<file path="config.mk">
export PLATFORM = sky130hd
export DESIGN_NAME = turn_sequencer
export DESIGN_NICKNAME = d
export VERILOG_FILES = /design/src/rtl/turn_sequencer.sv
export SDC_FILE = /design/constraint.sdc
export NUM_CORES = 1
export LEC_CHECK = 0
export CAP_MARGIN = 20
export CORE_AREA = 2 2 61 63
export CTS_CLUSTER_DIAMETER = 60
export CTS_CLUSTER_SIZE = 25
export DETAILED_ROUTE_END_ITERATION = 12
export DIE_AREA = 0 0 63 65
export DONT_BUFFER_PORTS = 1
export GPL_TIMING_DRIVEN = 0
export PLACE_DENSITY = 0.8
export SETUP_SLACK_MARGIN = 0.1
export SLEW_MARGIN = 0
export SYNTH_ARGS = -nofsm -noshare
export SYNTH_HDL_FRONTEND = slang
export SYNTH_SLANG_ARGS = --single-unit
export TNS_END_PERCENT = 1
</file>
<file path="constraint.sdc">
create_clock -name clk -period 3.9 [get_ports clk]
set_input_delay 0.39 -clock clk [delete_from_list [all_inputs] [get_ports clk]]
set_output_delay 0.39 -clock clk [all_outputs]
set_load 0.005 [all_outputs]
</file>
<file path="src/rtl/turn_sequencer.sv">
// rtl/turn_sequencer.sv - two-player number-baseball turn/round sequencer
// Runs turns, scorer handshake, history commit strobes, per-turn timeout and win/draw decision.
module turn_sequencer #(
   parameter int MAX_ROUNDS     = 4,
   parameter int TIMEOUT_CYCLES = 1000000,
   parameter int TW             = 20
) (
   input  logic       clk,
   input  logic       rst,
   input  logic       start,
   input  logic       enter,
   input  logic       guess_valid,
   input  logic       score_valid,
   input  logic [1:0] strike,
   output logic       on_game,
   output logic       cur_player,
   output logic       score_req,
   output logic       commit_p1,
   output logic       commit_p2,
   output logic       hist_clear,
   output logic       reject,
   output logic       timeout,
   output logic [3:0] round,
   output logic       game_over,
   output logic [1:0] winner
);

   typedef enum logic [2:0] {
      S_IDLE,
      S_TURN,
      S_SCORE,
      S_COMMIT,
      S_ROUND_END,
      S_GAME_OVER
   } state_t;

   localparam logic [TW-1:0] TIMER_LAST = TW'(TIMEOUT_CYCLES - 1);
   localparam logic [TW-1:0] TIMER_ONE  = TW'(1);
   localparam logic [4:0]    MAX_R      = 5'(MAX_ROUNDS);

   state_t        state_q;
   logic [TW-1:0] timer_q;
   logic          win_p1_q;
   logic          win_p2_q;
   logic          on_game_q;
   logic          cur_player_q;
   logic          score_req_q;
   logic          commit_p1_q;
   logic          commit_p2_q;
   logic          hist_clear_q;
   logic          reject_q;
   logic          timeout_q;
   logic [3:0]    round_q;
   logic          game_over_q;
   logic [1:0]    winner_q;

   logic [4:0]    round_nx;
   logic [3:0]    round_d;
   logic          last_round;

   always_comb begin
      round_nx   = {1'b0, round_q} + 5'd1;
      last_round = (round_nx == MAX_R);
      round_d    = (round_nx >= MAX_R) ? MAX_R[3:0] : round_nx[3:0];
   end

   always_ff @(posedge clk) begin
      if (!rst) begin
         state_q      <= S_IDLE;
         timer_q      <= '0;
         win_p1_q     <= 1'b0;
         win_p2_q     <= 1'b0;
         on_game_q    <= 1'b0;
         cur_player_q <= 1'b0;
         score_req_q  <= 1'b0;
         commit_p1_q  <= 1'b0;
         commit_p2_q  <= 1'b0;
         hist_clear_q <= 1'b0;
         reject_q     <= 1'b0;
         timeout_q    <= 1'b0;
         round_q      <= 4'd0;
         game_over_q  <= 1'b0;
         winner_q     <= 2'd0;
      end else begin
         score_req_q  <= 1'b0;
         commit_p1_q  <= 1'b0;
         commit_p2_q  <= 1'b0;
         hist_clear_q <= 1'b0;
         reject_q     <= 1'b0;
         timeout_q    <= 1'b0;

         case (state_q)
            S_IDLE, S_GAME_OVER: begin
               if (start) begin
                  state_q      <= S_TURN;
                  hist_clear_q <= 1'b1;
                  on_game_q    <= 1'b1;
                  cur_player_q <= 1'b0;
                  round_q      <= 4'd0;
                  winner_q     <= 2'd0;
                  game_over_q  <= 1'b0;
                  win_p1_q     <= 1'b0;
                  win_p2_q     <= 1'b0;
                  timer_q      <= '0;
               end
            end

            S_TURN: begin
               if (enter) begin
                  if (guess_valid) begin
                     score_req_q <= 1'b1;
                     state_q     <= S_SCORE;
                     timer_q     <= '0;
                  end else begin
                     reject_q <= 1'b1;
                     timer_q  <= timer_q + TIMER_ONE;
                  end
               // >= rather than == so a rejected guess on the expiry cycle still times out next cycle
               end else if (timer_q >= TIMER_LAST) begin
                  timeout_q <= 1'b1;
                  timer_q   <= '0;
                  if (cur_player_q) begin
                     state_q <= S_ROUND_END;
                  end else begin
                     cur_player_q <= 1'b1;
                  end
               end else begin
                  timer_q <= timer_q + TIMER_ONE;
               end
            end

            S_SCORE: begin
               if (score_valid) begin
                  if (cur_player_q) begin
                     win_p2_q <= (strike == 2'd3);
                  end else begin
                     win_p1_q <= (strike == 2'd3);
                  end
                  state_q <= S_COMMIT;
               end
            end

            S_COMMIT: begin
               if (cur_player_q) begin
                  commit_p2_q <= 1'b1;
                  state_q     <= S_ROUND_END;
               end else begin
                  commit_p1_q  <= 1'b1;
                  cur_player_q <= 1'b1;
                  state_q      <= S_TURN;
               end
            end

            S_ROUND_END: begin
               round_q <= round_d;
               if (win_p1_q || win_p2_q || last_round) begin
                  state_q     <= S_GAME_OVER;
                  game_over_q <= 1'b1;
                  on_game_q   <= 1'b0;
                  if (win_p1_q && win_p2_q) begin
                     winner_q <= 2'd3;
                  end else if (win_p1_q) begin
                     winner_q <= 2'd1;
                  end else if (win_p2_q) begin
                     winner_q <= 2'd2;
                  end else begin
                     winner_q <= 2'd0;
                  end
               end else begin
                  state_q      <= S_TURN;
                  cur_player_q <= 1'b0;
               end
            end

            default: begin
               state_q <= S_IDLE;
            end
         endcase
      end
   end

   assign on_game    = on_game_q;
   assign cur_player = cur_player_q;
   assign score_req  = score_req_q;
   assign commit_p1  = commit_p1_q;
   assign commit_p2  = commit_p2_q;
   assign hist_clear = hist_clear_q;
   assign reject     = reject_q;
   assign timeout    = timeout_q;
   assign round      = round_q;
   assign game_over  = game_over_q;
   assign winner     = winner_q;

endmodule

</file>
After elaboration in Yosys (flattened, before gate mapping)
Index checks and enable logic that the tools add are counted.
Widths: inputs -> output; s select.

cells by class
  $add $sub $neg = 2
  magnitude comparators = 2
  equality and inequality tests = 18
  multiplexer cells = 45
  bitwise logic cells = 2
  reductions and logical operators = 20

operator list
  kind                   number
  $mux 20                4
  $pmux 20 s2            1
  $mux 3                 8
  $add 20x1->20 const B  1
  $ge 20x20->1 const B   1
  $mux 1                 17
  $ne 2x2->1 const B     8
  $pmux 3 s5             1
  $mux 2                 5
  $reduce_and 5->1       2
  $ne 3x3->1 const B     3
  $mux 4                 2
  $pmux 1 s2             4
  $pmux 4 s2             1
  $reduce_and 2->1       4
  $reduce_and 4->1       2
  $eq 3x2->1 const B     2
  $eq 3x3->1 const B     2
  $reduce_and 3->1       2
  $reduce_bool 2->1      3
  $add 4x1->5 const B    1
  $eq 5x3->1 const B     1
  $ge 5x3->1 const B     1
  $pmux 1 s4             1
  10 further kinds       12

word-level totals
  flip-flop bits (word level) = 40
  bits of input ports = 8
  word-level logic and storage cells = 104

Depth between registers and ports, before layout
  word-level depth = 5
  mapped depth = 8
  depth with buffers taken out = 6

Worst setup path after synthesis
Ideal clock, no wire load.

  path type = flip-flop to flip-flop
  start = reg timer_q[0]
  end = reg timer_q[15]
  library setup time = 0.058 ns
  data arrival time = 1.720 ns
  path slack = 2.122 ns
  stages on the path, launching flop included = 9
  path buffers = 2
  cell sequence = dfxtp_1 -> ha_1 -> and3_1 -> buf_2 -> a41o_1 -> nor3_4 -> buf_4 -> o22ai_1 -> nand2_1

on the way
  word-level cells in the longest chain between the ends = 4

ends and longest elaborated chain
  item                                           RTL line       RTL
  from (decl)                                    42             logic [TW-1:0] timer_q;
  from (signal assigned)                         116            timer_q <= timer_q + TIMER_ONE;
  from (signal assigned)                         128            timer_q <= timer_q + TIMER_ONE;
  $add 20x1->20 or $ge 20x20->1 (tied branches)  116, 128, 119
  $mux 20, on equally long branches              119, 110
  $mux 20 (*)                                    109            if (enter) begin
  $pmux 20 s2 (*)                                92             case (state_q)

Mark *: on every way between the ends. The rest lies on a longest branch, timed or not.
A chain may end at the register's enable or synchronous reset.

Worst setup path in the final report
  start = reg round_q[0] (netlist: round[0])
  end = reg state_q[2]

on the way
  word-level cells in the longest chain between the ends = 5

ends and longest elaborated chain
  item                    RTL line  RTL
  from (decl)             53        logic [3:0] round_q;
  from (signal assigned)  155       round_q <= round_d;
  $add 4x1->5             62        round_nx = {1'b0, round_q} + 5'd1;
  $eq 5x3->1              63        last_round = (round_nx == MAX_R);
  $logic_or 1x1->1        156       if (win_p1_q || win_p2_q || last_round) begin
  $mux 3                  156
  $pmux 3 s5              92
  to (signal assigned)    69        state_q <= S_IDLE;
  to (signal assigned)    95        state_q <= S_TURN;
  to (signal assigned)    157       state_q <= S_GAME_OVER;
  to (decl)               41        state_t state_q;

Every way passes these cells.

==> impl_metrics.json <==
{
  "worstPathCellList": "ha_1, nand3b_1, nor3_1, o41ai_2, o21ai_0, a31o_2",
  "avgViaCountPerCell": 6.13,
  "max_cap_viol_count": 0,
  "antenna_cells": 0,
  "grt_overflow": 0,
  "row_count": 22,
  "cts_tree": "yes",
  "routabilityCongestion": 0.943,
  "netlist_area_mm2": 0.00218,
  "cts-resized-gates": 0,
  "rsz0062_at_grt": "false",
  "worstMarginPinSlew_ns": 0.681,
  "post_cts_buffers": 0,
  "cts_hold_buf": 0,
  "port_buffers": 0,
  "fmax_ghz": 0.461,
  "avgRoutedWirePerCell_um": 14.5,
  "yosysUniqueCellTypes": 57,
  "arrival_ns": 2.40,
  "cts.reportedPaths.clkPinSlew_ns": 0.12,
  "status": "completed",
  "ys.flop_type": "dfxtp_1",
  "synthCells": 274,
  "grt_max_degree": 13,
  "ant_nets": 0,
  "die-width_um": 63,
  "startpoint_type": "flip-flop",
  "worstPathMaxFanout": 8,
  "synth_nets": 285,
  "yosys_warnings": 0,
  "drv_slew": 0,
  "cts_root_buf": "clkbuf_4",
  "grt_usage": 0.245,
  "cts_buffers": 5,
  "stdcell_area_mm2": 0.00233,
  "crit_path_end_kind": "flip-flop",
  "syn_area_per_cell_um2": 7.95,
  "setup-tns-final_ns": 0,
  "finalClockSkew_ns": 0.0157,
  "drc": 0,
  "grt_pass1_wl_mm": 7.99,
  "cts.path.max_buffers": 2,
  "area_delta_synth_final_pct": 7.12,
  "antenna_found_initial": 0,
  "slew_headroom": 0.541,
  "slowest_stage": "o41ai_2",
  "htree_levels": 2,
  "die_y_um": 65,
  "hp-class": "input pin to flip-flop",
  "detailroute.via_count": 2023,
  "powerDensity_mw_per_mm2": 367,
  "finalNetCount": 292,
  "first_iter_violations": 145,
  "ys_ff_latch": 40,
  "clk_latency_ns": 0.34,
  "fin_crit_sh": 0.556,
  "vdd_drop_max_mv": 0.249,
  "required_ns": 4.13,
  "dpl_cell_area_mm2": 0.00224,
  "start_util": 0.623,
  "post-dp-hpwl_mm": 3.40,
  "drtPass1Iterations": 4,
  "wl_mm": 4.80,
  "max_stage_delay_ns": 0.63,
  "finalHoldViolations": 0,
  "worst-path-buf-inv": 0,
  "core_area_mm2": 0.00350,
  "crit_type": "flip-flop to flip-flop",
  "power.leakage_nw": 0.874,
  "die_area_mm2": 0.00410,
  "synth_enable_flop_cells": 0,
  "crit_family": "compound AO/OA/AOI/OAI gates",
  "ys_seq_area_frac": 0.368,
  "grt_pass1_vias": 1806,
  "synthArstFlopShare": 0,
  "setup_viol": 0,
  "io-pin-count": 23,
  "min_period_ns": 2.17,
  "drive_gt1_frac": 0.0851,
  "cts_sinks": 40
}
registers in the layout, indices dropped and copies added, names as in the netlist:
name / count
commit_p2: 1
hist_clear: 1
win_p2_q: 1
state_q: 3
reject: 1
score_req: 1
on_game: 1
round: 4
timeout: 1
commit_p1: 1
win_p1_q: 1
game_over: 1
cur_player: 1
timer_q: 20
winner: 2
cells by family (layout without fill, tap and decap cells):
family	after synthesis	after routing	share of synthesized area
XOR/XNOR	4	4	0.0161
multiplexers	3	3	0.0138
AND/OR/NAND/NOR	134	134	0.308
flip-flops	40	40	0.368
adder cells (fa/ha/maj)	4	4	0.0218
AO/OA/AOI/OAI	69	69	0.231
buffers and inverters	20	28	0.0414
cells in the mapped netlist, types with 4 or more instances:
master	n	share of area
nand3_1	9	0.021
nor4_1	6	0.017
o221ai_1	4	0.016
inv_1	8	0.014
o22ai_1	11	0.032
dfxtp_1	40	0.37
o31a_1	4	0.016
nand2_1	48	0.083
and3_1	5	0.014
nor2b_1	4	0.011
nand2b_1	4	0.011
nor3_1	11	0.025
nor2_1	25	0.043
a21oi_1	11	0.025
o21ai_0	10	0.023
buf_2	6	0.014
nand4_1	4	0.011
and2_1	5	0.014
cell type report:
cell class | instances | area [um2]
Buffer | 11 | 56.3
Inverter | 9 | 33.8
Clock inverter | 1 | 30.0
Fill cell | 310 | 1160
Clock buffer | 7 | 65.1
Multi-Input combinational cell | 214 | 1290
Sequential cell | 40 | 801
Tap cell | 48 | 60.1
worst reg2reg max path: stages (launching register included):
cell	delay, ns
dfxtp_1	0.51
ha_1	0.26
nand3b_1	0.12
nor3_1	0.06
o41ai_2	0.63
o21ai_0	0.21
a31o_2	0.28
power by group:
group | leakage [nW] | switching (W) | internal (W)
Combinational | 0.499 | 0.0000764 | 0.0000445
Sequential | 0.323 | 0.0000145 | 0.000420
Clock | 0.0515 | 0.000131 | 0.000170
Total | 0.874 | 0.000222 | 0.000635
per-stage QoR:
step | worst slack, ns | utilization | hold slack [ns] | power [W] | cells
4_1_cts | 1.73 | 0.668 | 0.151 | 0.000865 | 330
3_5_place_dp | 1.70 | 0.640 | 0.471 | 0.000562 | 322
3_3_place_gp | 1.70 | 0.640 | 0.470 | 0.000561 | 322
5_1_grt | 1.59 | 0.668 | 0.152 | 0.000894 | 330
2_1_floorplan | 2.12 | - | 0.453 | 0.000535 | 274
6_report | 1.73 | 0.668 | 0.171 | 0.000857 | 330
placed cells by master, fill, tap and decap left out, types with 5 or more instances in the layout:
| cell | Yosys | final |
|---|---|---|
| nor3_1 | 11 | 11 |
| nor2_1 | 25 | 25 |
| nor4_1 | 6 | 6 |
| inv_1 | 8 | 8 |
| and2_1 | 5 | 5 |
| nand2_1 | 48 | 48 |
| buf_2 | 6 | 6 |
| nand3_1 | 9 | 9 |
| and3_1 | 5 | 5 |
| o22ai_1 | 11 | 11 |
| clkbuf_4 | 0 | 5 |
| a21oi_1 | 11 | 11 |
| o21ai_0 | 10 | 10 |
| dfxtp_1 | 40 | 40 |
per-layer routing:
metal	GRT usage	vias to the layer above	part of all wire
met1	0.297	926	0.47
met4	0.0917	0	0.0079
met5	0	-	0
met2	0.422	69	0.48
met3	0.0573	4	0.046
li1	-	1024	-
final timing paths:
check / startpoint / end / slack, ns / cells past startpoint
worst max-delay path: round[0]$_SDFFE_PN0P_ / state_q[2]$_SDFFE_PN0P_ / 1.73 / 6
worst min-delay path: guess_valid / score_req$_SDFF_PN0_ / 0.17 / 2
worst max register to register: round[0]$_SDFFE_PN0P_ / state_q[2]$_SDFFE_PN0P_ / 1.73 / 6
worst min register to register: game_over$_SDFFE_PN0P_ / game_over$_SDFFE_PN0P_ / 0.49 / 2
No activity file was read; power rests on OpenSTA's default activity.
